--- config.mk ---
export PLATFORM = sky130hd
export DESIGN_NAME = fifo_uart_tx
export DESIGN_NICKNAME = d
export VERILOG_FILES = /design/src/rtl/fifo_uart_tx.sv
export SDC_FILE = /design/constraint.sdc
export NUM_CORES = 1
export LEC_CHECK = 0
export CELL_PAD_IN_SITES_DETAIL_PLACEMENT = 1
export CELL_PAD_IN_SITES_GLOBAL_PLACEMENT = 2
export CORE_MARGIN = 2
export CORE_UTILIZATION = 34
export CTS_BUF_LIST = sky130_fd_sc_hd__clkbuf_8
export CTS_CLUSTER_SIZE = 10
export DETAILED_ROUTE_END_ITERATION = 6
export GPL_ROUTABILITY_DRIVEN = 0
export PLACE_DENSITY = 0.81
export SLEW_MARGIN = 10
export SYNTH_ARGS = -nofsm -noshare
export SYNTH_HDL_FRONTEND = slang
export SYNTH_SLANG_ARGS = --single-unit
--- constraint.sdc ---
create_clock -name clk -period 2 [get_ports clk]
set_input_delay 0.2 -clock clk [delete_from_list [all_inputs] [get_ports clk]]
set_output_delay 0.2 -clock clk [all_outputs]
set_load 0.01 [all_outputs]
--- src/rtl/fifo_uart_tx.sv ---
// fifo_uart_tx: drains an 8-entry synchronous byte FIFO and serializes each
// byte on a UART line as 8N1 (start bit, 8 data bits LSB first, stop bit).
// The FIFO is popped with a one-cycle rd pulse; its registered data_out is
// captured one cycle later. All outputs come straight from flops, so the
// serial pin and handshake strobes cannot glitch.

module fifo_uart_tx #(
    parameter int CLKS_PER_BIT = 16
) (
    input  logic       clk,
    input  logic       rst,
    input  logic       en,
    input  logic       fifo_empty,
    output logic       fifo_rd,
    input  logic [7:0] fifo_data,
    output logic       tx,
    output logic       busy,
    output logic       tx_done
);

    // Baud counter spans 0..CLKS_PER_BIT-1; keep at least one bit wide.
    localparam int BAUD_W = (CLKS_PER_BIT > 1) ? $clog2(CLKS_PER_BIT) : 1;
    localparam logic [BAUD_W-1:0] BAUD_LAST = BAUD_W'(CLKS_PER_BIT - 1);
    localparam logic [BAUD_W-1:0] BAUD_ZERO = BAUD_W'(0);
    localparam logic [BAUD_W-1:0] BAUD_ONE  = BAUD_W'(1);
    localparam logic [2:0]        BIT_LAST  = 3'd7;

    typedef enum logic [2:0] {
        IDLE  = 3'd0,
        FETCH = 3'd1,
        LOAD  = 3'd2,
        START = 3'd3,
        DATA  = 3'd4,
        STOP  = 3'd5
    } state_t;

    state_t            state_r;
    state_t            state_s;
    logic [BAUD_W-1:0] baud_r;
    logic [BAUD_W-1:0] baud_s;
    logic [2:0]        bit_cnt_r;
    logic [2:0]        bit_cnt_s;
    logic [7:0]        shift_r;
    logic [7:0]        shift_s;
    logic              baud_wrap_s;

    logic              tx_s;
    logic              fifo_rd_s;
    logic              busy_s;
    logic              tx_done_s;

    // Line level driven while in a given state; data bits come from the
    // low end of the shift register.
    function automatic logic tx_level(input state_t st, input logic lsb);
        logic level;
        case (st)
            START:   level = 1'b0;
            DATA:    level = lsb;
            default: level = 1'b1;
        endcase
        return level;
    endfunction

    // Last clock of the current bit period.
    always_comb begin
        baud_wrap_s = (baud_r == BAUD_LAST);
    end

    // Next-state, counter and shift-register logic.
    always_comb begin
        state_s   = state_r;
        baud_s    = baud_r;
        bit_cnt_s = bit_cnt_r;
        shift_s   = shift_r;
        case (state_r)
            IDLE: begin
                // en and fifo_empty are only looked at here, so a frame in
                // flight always completes and the FIFO is never over-read.
                if (en && !fifo_empty) begin
                    state_s = FETCH;
                end else begin
                    state_s = IDLE;
                end
            end
            FETCH: begin
                state_s = LOAD;
            end
            LOAD: begin
                // FIFO data_out is valid now, one cycle after the rd pulse.
                shift_s   = fifo_data;
                baud_s    = BAUD_ZERO;
                bit_cnt_s = 3'd0;
                state_s   = START;
            end
            START: begin
                if (baud_wrap_s) begin
                    baud_s  = BAUD_ZERO;
                    state_s = DATA;
                end else begin
                    baud_s  = baud_r + BAUD_ONE;
                end
            end
            DATA: begin
                if (baud_wrap_s) begin
                    baud_s  = BAUD_ZERO;
                    shift_s = {1'b0, shift_r[7:1]};
                    if (bit_cnt_r == BIT_LAST) begin
                        bit_cnt_s = 3'd0;
                        state_s   = STOP;
                    end else begin
                        bit_cnt_s = bit_cnt_r + 3'd1;
                    end
                end else begin
                    baud_s = baud_r + BAUD_ONE;
                end
            end
            STOP: begin
                if (baud_wrap_s) begin
                    baud_s  = BAUD_ZERO;
                    state_s = IDLE;
                end else begin
                    baud_s  = baud_r + BAUD_ONE;
                end
            end
            default: begin
                state_s   = IDLE;
                baud_s    = BAUD_ZERO;
                bit_cnt_s = 3'd0;
                shift_s   = 8'h00;
            end
        endcase
    end

    // Output values for the coming cycle, derived from the next state so the
    // registered outputs line up exactly with the state they describe.
    always_comb begin
        tx_s      = tx_level(state_s, shift_s[0]);
        fifo_rd_s = (state_s == FETCH);
        busy_s    = (state_s != IDLE);
        tx_done_s = (state_s == STOP) && (baud_s == BAUD_LAST);
    end

    // State, counters, shift register and registered outputs.
    always_ff @(posedge clk) begin
        if (rst) begin
            state_r   <= IDLE;
            baud_r    <= BAUD_ZERO;
            bit_cnt_r <= 3'd0;
            shift_r   <= 8'h00;
            tx        <= 1'b1;
            fifo_rd   <= 1'b0;
            busy      <= 1'b0;
            tx_done   <= 1'b0;
        end else begin
            state_r   <= state_s;
            baud_r    <= baud_s;
            bit_cnt_r <= bit_cnt_s;
            shift_r   <= shift_s;
            tx        <= tx_s;
            fifo_rd   <= fifo_rd_s;
            busy      <= busy_s;
            tx_done   <= tx_done_s;
        end
    end

endmodule
==> impl_metrics.env, run 1 <==
export IMPL_status="finished, final reports clean"
export IMPL_dp_hpwl_um=1894
export IMPL_drive_gt1_share_pct=13.85
export IMPL_clock_skew_ns=0.009213
export IMPL_crit_chain="ha_2 > and3_4 > a22oi_1 > a221o_1 > nor4_2 > a31oi_1"
export IMPL_fill_cells=359
export IMPL_cts_setup_buffers=0
export IMPL_final_nets=146
export IMPL_viasPerCell=5.595
export IMPL_worst_pin_slew_ns=0.4771
export IMPL_gr_total_overflow=0
export IMPL_drtAntennaViolNets=0
export IMPL_die_h_um=59.70
export IMPL_cp_arrival_ns=1.97
export IMPL_slowest_stage="a221o_1"
export IMPL_synth_distinct_cells=36
export IMPL_h_tree_depth=1
export IMPL_start_kind="flip-flop"
export IMPL_path_buf_inv=0
export IMPL_rsz0062_at_grt="false"
export IMPL_setup_viol=0
export IMPL_tns_ns=0
export IMPL_power_density_nw_per_um2=774.2
export IMPL_diodes=0
export IMPL_yosysSeqAreaShare_pct=41.76
export IMPL_finalMaxSlewViolations=0
export IMPL_hold_viol=0
export IMPL_start_util_pct=35.13
export IMPL_grt_usage_pct=16.99
export IMPL_synth_nets=129
export IMPL_syn_instance_count=114
export IMPL_drtPass1Iterations=4
export IMPL_drt_wl_total_um=2573
export IMPL_grt_pass1_vias=955
export IMPL_met1_usage_pct=20.61
export IMPL_timing_fmax_ghz=0.5465
export IMPL_fin_crit_sh_pct=91.49
export IMPL_cts_sinks=22
export IMPL_cts_clk_slew_worst_paths_ns=0.08
export IMPL_cts_resized=0
export IMPL_grt_first_pass_wirelength_um=4547
export IMPL_clockBufferDepth=2
export IMPL_cp_top_family="compound AO/OA/AOI/OAI gates"
export IMPL_cellLeakagePower_uw=0.0005322
export IMPL_tritoncts="built"
export IMPL_worstHoldPathType="reg2reg"
export IMPL_required_ns=2.14
export IMPL_post_route_drc_count=0
export IMPL_synth_seq_cells=22
export IMPL_fin_hold_ws_ns=0.5053
export IMPL_grtUsageMet3_pct=3.896
export IMPL_dr_total_vias=912
export IMPL_wl_per_cell_um=15.79
export IMPL_hold_buffers=0
export IMPL_cts_buffers=3
export IMPL_met2_usage_pct=29.35
export IMPL_post_route_min_period_ns=1.830
export IMPL_rows=20
export IMPL_syn_cell_area_um2=1055
export IMPL_synth_avg_cell_area_um2=9.252
export IMPL_cp_end_kind="flip-flop"
export IMPL_clock_root_buffer="clkbuf_8"
export IMPL_dieArea_um2=3563
export IMPL_area_growth_pct=24.20
export IMPL_vdd_drop_max_mv=0.3754
export IMPL_worstSkewPairLatency_ns=0.27
export IMPL_grt_max_degree=14
export IMPL_coreArea_um2=3003
export IMPL_ys_warn_count=0
export IMPL_crit_fanout=6
export IMPL_die_x_um=59.70
export IMPL_io_pins=16
export IMPL_crit_type="reg2reg"
export IMPL_finalPower_uw=1014
export IMPL_busiest_layer="met2"
export IMPL_port_buffers=15
export IMPL_slowest_delay_ns=0.41
export IMPL_maxCapViolations=0
export IMPL_antenna_found_initial=0
export IMPL_relSlewSlack_pct=68.05
export IMPL_drtIter0Drc=51
## registers in the layout (all words and copies together) (netlist names)
signal	cells
tx	1
state_r	3
baud_r	4
fifo_rd	1
tx_done	1
busy	1
shift_r	8
bit_cnt_r	3
## worst register-to-register path, stage by stage (launching register included)
cell and delay (ns):
dfxtp_2 0.38, ha_2 0.24, and3_4 0.23, a22oi_1 0.11, a221o_1 0.41, nor4_2 0.25
a31oi_1 0.08
## cell type report
| cell class | count | area [um2] | share of cell area, % |
|---|---|---|---|
| sequential | 22 | 442.9 | 33.81 |
| inverter | 2 | 7.507 | 0.5731 |
| clock buffer | 3 | 41.29 | 3.152 |
| timing repair buffer | 20 | 187.7 | 14.33 |
| tap | 33 | 41.29 | 3.152 |
| multi-input combinational | 82 | 559.3 | 42.69 |
| clock inverter | 1 | 30.03 | 2.292 |
## per-stage QoR
stage / utilization, % / cell area, um2 / cells / setup WS [ns]
finish: 43.63 / 1310 / 163 / 0.1701
floorplan: - / 1055 / 114 / 0.2662
CTS: 43.46 / 1305 / 163 / 0.08043
global route: 43.63 / 1310 / 163 / 0.04407
global placement: 41.08 / 1234 / 159 / 0.2477
detailed placement: 41.08 / 1234 / 159 / 0.09015
## synth_stat cells, drive strengths merged
master	n	area, um2
a2111oi	1	8.760
a21o	1	7.510
a21oi	7	35.03
a221o	2	20.02
a222oi	6	60.06
a22oi	5	37.54
a31oi	1	6.260
and2	4	27.53
and2b	3	22.52
and3	3	28.78
and3b	2	17.52
buf	7	46.29
clkbuf	1	3.750
dfxtp	22	440.4
ha	3	37.54
inv	2	7.510
mux2i	1	10.01
nand2	6	22.52
nand2b	1	6.260
nand4	2	12.51
nor2	16	60.06
nor2b	3	18.77
nor3b	2	20.02
nor4	3	25.02
o2111a	1	11.26
o211a	1	10.01
o21ai	4	20.02
o22a	2	17.52
o31ai	1	7.510
or2	1	6.260
## where the power goes
part           internal (uW)  switching [uW]  total [uW]
combinational           67.0            54.9         122
sequential               456            15.6         471
clock                    267             153         421
total                    790             224        1010
## final timing paths
| check | from | end | slack, ns | depth (start not counted) |
|---|---|---|---|---|
| worst max-delay path | baud_r[0] | tx | 0.17 | 6 |
| worst min-delay path | bit_cnt_r[1] | bit_cnt_r[1] | 0.51 | 2 |
| worst max register to register | baud_r[0] | tx | 0.17 | 6 |
| worst min register to register | bit_cnt_r[1] | bit_cnt_r[1] | 0.51 | 2 |
## placed cells by master (no fill, tap or decap), drive strengths merged, types with 2 or more instances in the layout
cell type / netlist / layout
inv: 2 / 2
a21oi: 7 / 7
clkbuf: 1 / 3
o21ai: 4 / 4
nor2b: 3 / 3
nor4: 3 / 3
a222oi: 6 / 6
a22oi: 5 / 5
dfxtp: 22 / 22
nand2: 6 / 6
and3: 3 / 3
a221o: 2 / 2
nor2: 16 / 16
nand4: 2 / 2
o22a: 2 / 2
ha: 3 / 3
and2b: 3 / 3
and3b: 2 / 2
buf: 7 / 5
and2: 4 / 4
clkdlybuf4s50: 0 / 15
nor3b: 2 / 2
## logic make-up (layout without fill, tap and decap cells)
family / count (synthesis) / after routing / synth area share, %
adders and majority gates: 3 / 3 / 3.559
and+or+nand+nor: 46 / 46 / 25.39
AOI/OAI and AO/OA: 32 / 32 / 22.90
muxes: 1 / 1 / 0.9490
buffers and inverters: 10 / 26 / 5.456
DFF: 22 / 22 / 41.76
## per-layer routing
| metal | wire length (um) | up-vias |
|---|---|---|
| met5 | 0 | - |
| met2 | 1335 | 13 |
| li1 | - | 456 |
| met4 | 19 | 0 |
| met3 | 70 | 2 |
| met1 | 1147 | 441 |
No activity file was read; power rests on OpenSTA's default activity.
==> run 2: changes to the inputs <==
--- a/config.mk
+++ b/config.mk
@@ -5,6 +5,7 @@
 export SDC_FILE = /design/constraint.sdc
 export NUM_CORES = 1
 export LEC_CHECK = 0
+export CAP_MARGIN = 30
 export CELL_PAD_IN_SITES_DETAIL_PLACEMENT = 1
 export CELL_PAD_IN_SITES_GLOBAL_PLACEMENT = 2
 export CORE_MARGIN = 2
@@ -18,3 +19,4 @@
 export SYNTH_ARGS = -nofsm -noshare
 export SYNTH_HDL_FRONTEND = slang
 export SYNTH_SLANG_ARGS = --single-unit
+export TNS_END_PERCENT = 100
==> results of run 2 <==
No change in the layout: final DEF, timing and power equal those of run 1.
